===== src/rtl/hazard_scoreboard.sv =====
// Hazard and forwarding controller for the pipelined MIPS core: tracks in-flight
// destination registers in a DEPTH-entry shift scoreboard and derives stall/forward selects.
module hazard_scoreboard #(
    parameter int DEPTH      = 3,
    parameter int ALU_READY  = 2,
    parameter int LOAD_READY = 3,
    parameter int SEL_W      = $clog2(DEPTH + 1),
    parameter int CNT_W      = 32
) (
    input  logic             clk,
    input  logic             rst_n,
    input  logic             dec_valid_i,
    input  logic [4:0]       dec_rs_i,
    input  logic [4:0]       dec_rt_i,
    input  logic             dec_use_rs_i,
    input  logic             dec_use_rt_i,
    input  logic             dec_we_i,
    input  logic [4:0]       dec_dst_i,
    input  logic             dec_load_i,
    input  logic             flush_i,
    input  logic             ex_hold_i,
    output logic             stall_o,
    output logic [SEL_W-1:0] fwd_rs_o,
    output logic [SEL_W-1:0] fwd_rt_o,
    output logic [CNT_W-1:0] stall_cnt_o
);

    typedef struct packed {
        logic       valid;
        logic [4:0] dst;
        logic       load;
    } entry_t;

    // Entry k describes the instruction currently in post-decode stage k.
    entry_t sb [1:DEPTH];

    logic [SEL_W-1:0] rs_k, rt_k;
    logic             rs_not_ready, rt_not_ready;
    logic             hazard;

    // NOTE: every variable gets a default before the search loop; without it
    // the "no match" path would infer a latch.
    always_comb begin
        rs_k         = '0;
        rt_k         = '0;
        rs_not_ready = 1'b0;
        rt_not_ready = 1'b0;
        // Walk oldest to youngest so the youngest (lowest k) match overwrites.
        for (int k = DEPTH; k >= 1; k--) begin
            if (sb[k].valid && dec_use_rs_i && dec_rs_i != 5'd0 && sb[k].dst == dec_rs_i) begin
                rs_k         = SEL_W'(k);
                rs_not_ready = k < (sb[k].load ? LOAD_READY : ALU_READY);
            end
            if (sb[k].valid && dec_use_rt_i && dec_rt_i != 5'd0 && sb[k].dst == dec_rt_i) begin
                rt_k         = SEL_W'(k);
                rt_not_ready = k < (sb[k].load ? LOAD_READY : ALU_READY);
            end
        end
    end

    assign hazard   = rst_n & dec_valid_i & (rs_not_ready | rt_not_ready);
    assign stall_o  = ex_hold_i | (hazard & ~flush_i);
    assign fwd_rs_o = (rst_n && dec_valid_i) ? rs_k : '0;
    assign fwd_rt_o = (rst_n && dec_valid_i) ? rt_k : '0;

    // NOTE: the scoreboard is a handful of flops, not a RAM, so it is reset
    // directly; stale valid bits after reset would cause phantom stalls.
    always_ff @(posedge clk or negedge rst_n) begin
        if (!rst_n) begin
            for (int k = 1; k <= DEPTH; k++) begin
                sb[k] <= '0;
            end
        end else if (!ex_hold_i) begin
            // NOTE: non-blocking assignments make the shift read old values of every entry.
            for (int k = DEPTH; k >= 2; k--) begin
                sb[k] <= sb[k-1];
            end
            sb[1] <= '{valid: dec_valid_i & dec_we_i & ~hazard & ~flush_i & (dec_dst_i != 5'd0),
                       dst:   dec_dst_i,
                       load:  dec_load_i};
        end
    end

    always_ff @(posedge clk or negedge rst_n) begin
        if (!rst_n) begin
            stall_cnt_o <= '0;
        end else if (stall_o && stall_cnt_o != {CNT_W{1'b1}}) begin
            stall_cnt_o <= stall_cnt_o + 1'b1;
        end
    end

endmodule

===== config.mk =====
export PLATFORM = sky130hd
export DESIGN_NAME = hazard_scoreboard
export DESIGN_NICKNAME = d
export VERILOG_FILES = /design/src/rtl/hazard_scoreboard.sv
export SDC_FILE = /design/constraint.sdc
export NUM_CORES = 1
export LEC_CHECK = 0
export CAP_MARGIN = 0
export CORE_ASPECT_RATIO = 1.1
export CORE_MARGIN = 3
export CORE_UTILIZATION = 25
export CTS_BUF_LIST = sky130_fd_sc_hd__clkbuf_4 sky130_fd_sc_hd__clkbuf_8
export DETAILED_ROUTE_END_ITERATION = 8
export PLACE_DENSITY = 0.42
export SLEW_MARGIN = 5
export SYNTH_ARGS = -nofsm -noshare
export SYNTH_HDL_FRONTEND = slang
export SYNTH_SLANG_ARGS = --single-unit
export TNS_END_PERCENT = 30

===== constraint.sdc =====
create_clock -name clk -period 2.27 [get_ports clk]
set_input_delay 0.227 -clock clk [delete_from_list [all_inputs] [get_ports clk]]
set_output_delay 0.227 -clock clk [all_outputs]
set_load 0.02 [all_outputs]

# Yosys cells after proc, flatten, opt, wreduce, memory -nomap -nowiden
# Index checks and enable logic that the tools add are counted.
dict set report word_totals {
  ff_bits 53
  input_bits 24
  out_inout_bits 37
  elab_cells 72
}
dict set report op_classes {
  n_addsub 1
  magnitude_cmp 3
  eq_ne 7
  n_mux 17
  bitwise_logic 11
  n_reduce_logical 23
}
# operator count
set op_table {}
lappend op_table {{$add A32 B1 Y32 const B} 1}
lappend op_table {{$ne A32 B32 Y1 const B} 1}
lappend op_table {{$eq A5 B5 Y1} 6}
lappend op_table {{$logic_and A1 B1 Y1} 20}
lappend op_table {{$mux W2} 8}
lappend op_table {{$reduce_bool A5 Y1} 3}
lappend op_table {{$mux W1} 9}
lappend op_table {{$and A1 B1 Y1} 7}
lappend op_table {{$lt A2 B2 Y1 const A} 2}
lappend op_table {{$lt A1 B2 Y1 const A} 1}
lappend op_table {{$not A1 Y1} 2}
lappend op_table {{$or A1 B1 Y1} 2}

# Depth between registers and ports, before layout
# Gate-level depths: netlist (run 1).
dict set report depth {
  word_depth 12
  depth_mapped 9
  mapped_depth_nobuf 8
}

# Worst setup path before layout (run 1)
# OpenSTA, ideal clock, no wires.
dict set report synth_timing {
  path_kind {input port to output port}
  startpoint {in dec_rs_i[1]}
  endpoint {out stall_o}
  arrival_time_ns 1.953
  t_required_ns 2.043
  slack_ns 0.090
  stages 8
  path_buffers 2
  path_cell_list {or4_1 > o21a_1 > nand4_1 > a21boi_1 > or3_1 > buf_6 > buf_6 > and2_1}
}
dict set report synth_between {
  elab_chain_len 10
  word_cells_on_any_way 17
  cone_classes {eq/ne (3); mux (3); bitwise (4); reduce/logical (7)}
}
# item line
set synth_lines {}
lappend synth_lines {{start, declared} 13} ;# input logic [4:0] dec_rs_i,
lappend synth_lines {{$reduce_bool A5 Y1} 50} ;# if (sb[k].valid && dec_use_rs_i && dec_rs_i != 5'd0 && sb[k].dst == dec_rs_i) begin
lappend synth_lines {{$logic_and A1 B1 Y1 (2 in series)} 50}
lappend synth_lines {{$mux W1 (2 in series)} 50}
lappend synth_lines {{$mux W1 (*)} 50}
lappend synth_lines {{$or A1 B1 Y1 (*)} 61} ;# assign hazard = rst_n & dec_valid_i & (rs_not_ready | rt_not_ready);
lappend synth_lines {{$and A1 B1 Y1 (*)} 61}
lappend synth_lines {{$and A1 B1 Y1 (*)} 62} ;# assign stall_o = ex_hold_i | (hazard & ~flush_i);
lappend synth_lines {{$or A1 B1 Y1 (*)} 62}
lappend synth_lines {{end, declared} 22} ;# output logic stall_o,
# Mark *: on every way between the ends. The rest lies on a longest branch, timed or not.

# Worst setup path in the final report (run 1)
dict set report layout_timing {
  startpoint {in dec_rt_i[3]}
  endpoint {out stall_o}
}
dict set report layout_between {
  elab_chain_len 10
  word_cells_on_any_way 17
  cone_classes {eq/ne (3); mux (3); bitwise (4); reduce/logical (7)}
}
# item line
set layout_lines {}
lappend layout_lines {{start, declared} 14} ;# input logic [4:0] dec_rt_i,
lappend layout_lines {{$reduce_bool A5 Y1} 54} ;# if (sb[k].valid && dec_use_rt_i && dec_rt_i != 5'd0 && sb[k].dst == dec_rt_i) begin
lappend layout_lines {{$logic_and A1 B1 Y1 (2 in series)} 54}
lappend layout_lines {{$mux W1 (2 in series)} 54}
lappend layout_lines {{$mux W1 (*)} 54}
lappend layout_lines {{$or A1 B1 Y1 (*)} 61}
lappend layout_lines {{$and A1 B1 Y1 (*)} 61}
lappend layout_lines {{$and A1 B1 Y1 (*)} 62}
lappend layout_lines {{$or A1 B1 Y1 (*)} 62}
# Marks and branches as above.

==> flow_summary_export.csv, run 1 <==
group,metric,value,unit
outcome,status,"finished, violations left",
outcome,violations,"setup timing",
clock_network,cts-root-buf,"clkbuf_8",
job,drv_cap,0,
setup_path,reg2regPathDepth,9,
sta,finalSetupTns,-0.00770,ns
synthesis,ys_ff_latch,52,
clock_network,cts.clk_slew.worst_paths,0.10,ns
routing,via_per_inst,4.49,
setup_path,reg2reg_slack,0.13,ns
clock_network,cts_buffer_depth,2,
synthesis,synth.area.top_cells,"dfrtp_1 46%, xnor2_1 11%, mux2_2 8.0%",
clock_network,cts_buffers,5,
routing,finalWirelength,7.73,mm
global_route,grt_max_degree,41,
synthesis,synth.avg_cell_area,11.1,µm²
synthesis,ys_warn_count,0,
clock_network,clock_latency,0.31,ns
synthesis,yosysTopAreaCellShare,46.0,%
sta,fin_crit_sh,100,%
global_route,grt_usage,12.5,%
hold_path,worstHoldPathType,"primary input to asynchronous set/reset pin",
power_and_ir_drop,power,2.51,mW
power_and_ir_drop,peakVddDrop,477,µV
cells_and_area,antenna_cells,0,
synthesis,synthArstFlopShare,100,%
floorplan,fp-row-count,40,
setup_path,critPathCaptureType,"primary output",
clock_network,cts_tree,"yes",
synthesis,synthFlopType,"dfrtp_1",
synthesis,ys_types,33,
synthesis,ys_seq_area_share,46.0,%
routing,drtIter0Drc,88,
synthesis,syn_nets,281,
floorplan,die_y,118,µm
setup_path,r2r_end,"stall_cnt_o[13]",
setup_path,critPathSlowestCell,"or4_1",
cells_and_area,drive_gt1_share,28.2,%
synthesis,synth_common_cells,"52 x dfrtp_1, 37 x xnor2_1, 24 x xor2_1",
synthesis,synth_cells,256,
setup_path,worst-path-buf-inv,2,
global_route,grt_pass1_wl,12.6,mm
floorplan,die_x,107,µm
sta,drv_slew,0,
cells_and_area,multiInputGateArea,0.00152,mm²
cells_and_area,fin_util,37.3,%
routing,postRouteAntennaNets,0,
sta,fin_ws,-0.00770,ns
sta,hold_viol_final,0,
sta,post-route-min-period,2.28,ns
setup_path,slowest_delay,0.47,ns
cells_and_area,fill_cells,1134,
cells_and_area,instances_no_fill,516,
setup_path,cp.arrival,2.05,ns
synthesis,synth_area,0.00283,mm²
synthesis,synth_top_cell_by_area,"dfrtp_1",
cells_and_area,area_growth,45.1,%
global_route,antenna_found_initial,0,
placed_design,dp_hpwl,5.76,mm
sta,worst_pin_slew,0.549,ns
floorplan,pin_count,61,
routing,drc,0,
power_and_ir_drop,power_density,612,mW/mm²
global_route,grt.overflow.total,0,
sta,finalSetupViolCount,1,
placed_design,place_ws,-0.696,ns
setup_path,critPathLaunchType,"primary input",
clock_network,clock-sinks,52,
setup_path,crit_path_cell_trace,"dlygate4sd2_1 -> or4_1 -> o21a_1 -> nand4_1 -> nand2_1 -> or3_4 -> and2_4 -> buf_6",
setup_path,crit_family,"simple AND/OR/NAND/NOR gates",
placed_design,place.port_buffers,60,
routing,num_vias,2317,
cells_and_area,final_nets,393,
clock_network,htree_levels,2,
global_route,grt_pass1_vias,2434,
placed_design,dpl.cell_count,504,
setup_path,reg2reg_from,"sb[10]",
setup_path,required,2.04,ns
power_and_ir_drop,power.leakage,1.71,nW
cells_and_area,regArea,0.00130,mm²
floorplan,start_util,25.7,%
routing,wl_per_cell,15.0,µm
floorplan,core,0.0110,mm²
routing,drtPass1Iterations,4,
setup_path,criticalPathCategory,"primary input to primary output",
sta,timing.fmax,439,MHz
sta,relSlewSlack,63.4,%
synthesis,yosysMostFrequentCell,"dfrtp_1",
synthesis,synth_edf_count,0,
sta,fin_skew,0.00907,ns
sta,rsz0062_at_grt,"true",
setup_path,cp_max_fo,3,
floorplan,die_area,0.0126,mm²
placed_design,gp_congestion,0.748,
==> worst max path at each step <==
| stage | to | startpoint | depth (start not counted) |
|---|---|---|---|
| 2_1_floorplan | stall_o | dec_rs_i[1] | 8 |
| 4_1_cts | stall_o | sb[8] | 7 |
| 3_5_place_dp | stall_o | dec_rt_i[1] | 8 |
| 5_1_grt | stall_o | sb[10] | 7 |
| 6_report | stall_o | dec_rt_i[3] | 8 |
| 3_3_place_gp | stall_o | dec_rs_i[2] | 8 |
==> state kept, by name, summed over array words and instances (netlist names) <==
register     flops
sb              20
stall_cnt_o     32
==> cell usage in the layout, fill, tap and decap left out, drive strengths merged, types with 2 or more instances in the layout <==
cell / synthesis / routed
a21oi: 4 / 4
xnor2: 37 / 37
nor4: 7 / 7
or2b: 2 / 2
mux2: 20 / 20
dlygate4sd2: 0 / 4
and3: 11 / 11
nand3b: 3 / 3
and4: 4 / 4
nor3: 4 / 4
and2: 3 / 3
nand4: 19 / 19
nand2: 13 / 13
buf: 7 / 56
clkdlybuf4s50: 0 / 46
nand3: 22 / 22
or4: 3 / 3
xor2: 24 / 24
clkdlybuf4s15: 0 / 4
clkbuf: 0 / 7
o21a: 2 / 2
dfrtp: 52 / 52
nor2: 10 / 10
==> cell type report <==
type	instances	share of cell area (%)
sequential	52	31.7
tap	147	4.48
multi-input combinational	197	37.0
clock inverter	2	0.854
clock buffer	6	1.86
timing repair buffer	112	24.1
==> worst register-to-register path: cells and delay by family, from the launching register on <==
kind	cells	cell delay, ns
simple gates	4	0.77
flops	1	0.44
xor+xnor	2	0.35
buf+inv	2	0.32
compound gates	1	0.17
==> layer usage <==
metal	GRT usage, %	wire length (µm)	vias up
met2	20.1	3660	52
met4	3.08	84	0
met5	0	0	-
met1	17.0	3620	1122
li1	-	-	1137
met3	2.91	373	6
==> logic make-up after synthesis <==
group / Yosys count / share of synthesized area [%]
compound gates: 8 / 1.81
simple gates: 107 / 22.9
buf+inv: 7 / 2.03
mux: 20 / 7.96
xor+xnor: 61 / 18.9
fa+ha+maj: 1 / 0.442
flops: 52 / 46.0
==> power by group <==
part / switching [mW] / total [mW] / internal [mW]
logic: 0.322 / 0.701 / 0.379
clock network: 0.316 / 0.656 / 0.340
registers: 0.117 / 1.15 / 1.04
total: 0.755 / 2.51 / 1.75
==> metrics by stage <==
| step | hold WS [ns] | instance area (µm²) |
|---|---|---|
| after CTS | 0.442 | 4070 |
| final | 0.430 | 4100 |
| after detailed placement | 0.258 | 3910 |
| after global routing | 0.448 | 4100 |
| after floorplan | -0.0686 | 2830 |
| after global placement | 0.257 | 3910 |
==> repair_timing <==
| item | 4_1_cts | 5_1_grt |
|---|---|---|
| setup buffers | 1 | 2 |
| setup endpoints to repair | 22 | 23 |
| hold buffers | 1 | 0 |
| cloned | 0 | 0 |
| gates resized for setup | 39 | 10 |
| pin swaps | 13 | 1 |
| hold endpoints to repair | 12 | 0 |
Note: power is estimated with default switching activity, not from simulation.
==> run 2: changes to the inputs <==
Settings changed: CTS_CLUSTER_DIAMETER set to 200.
==> results of run 2 <==
Same layout as run 1: the final DEF is identical, and so are final timing and power.
==> run 3: changes to the inputs <==
Settings changed: CTS_CLUSTER_DIAMETER 200 to unset.
==> results of run 3 <==
Same layout as run 1: the final DEF is identical, and so are final timing and power.
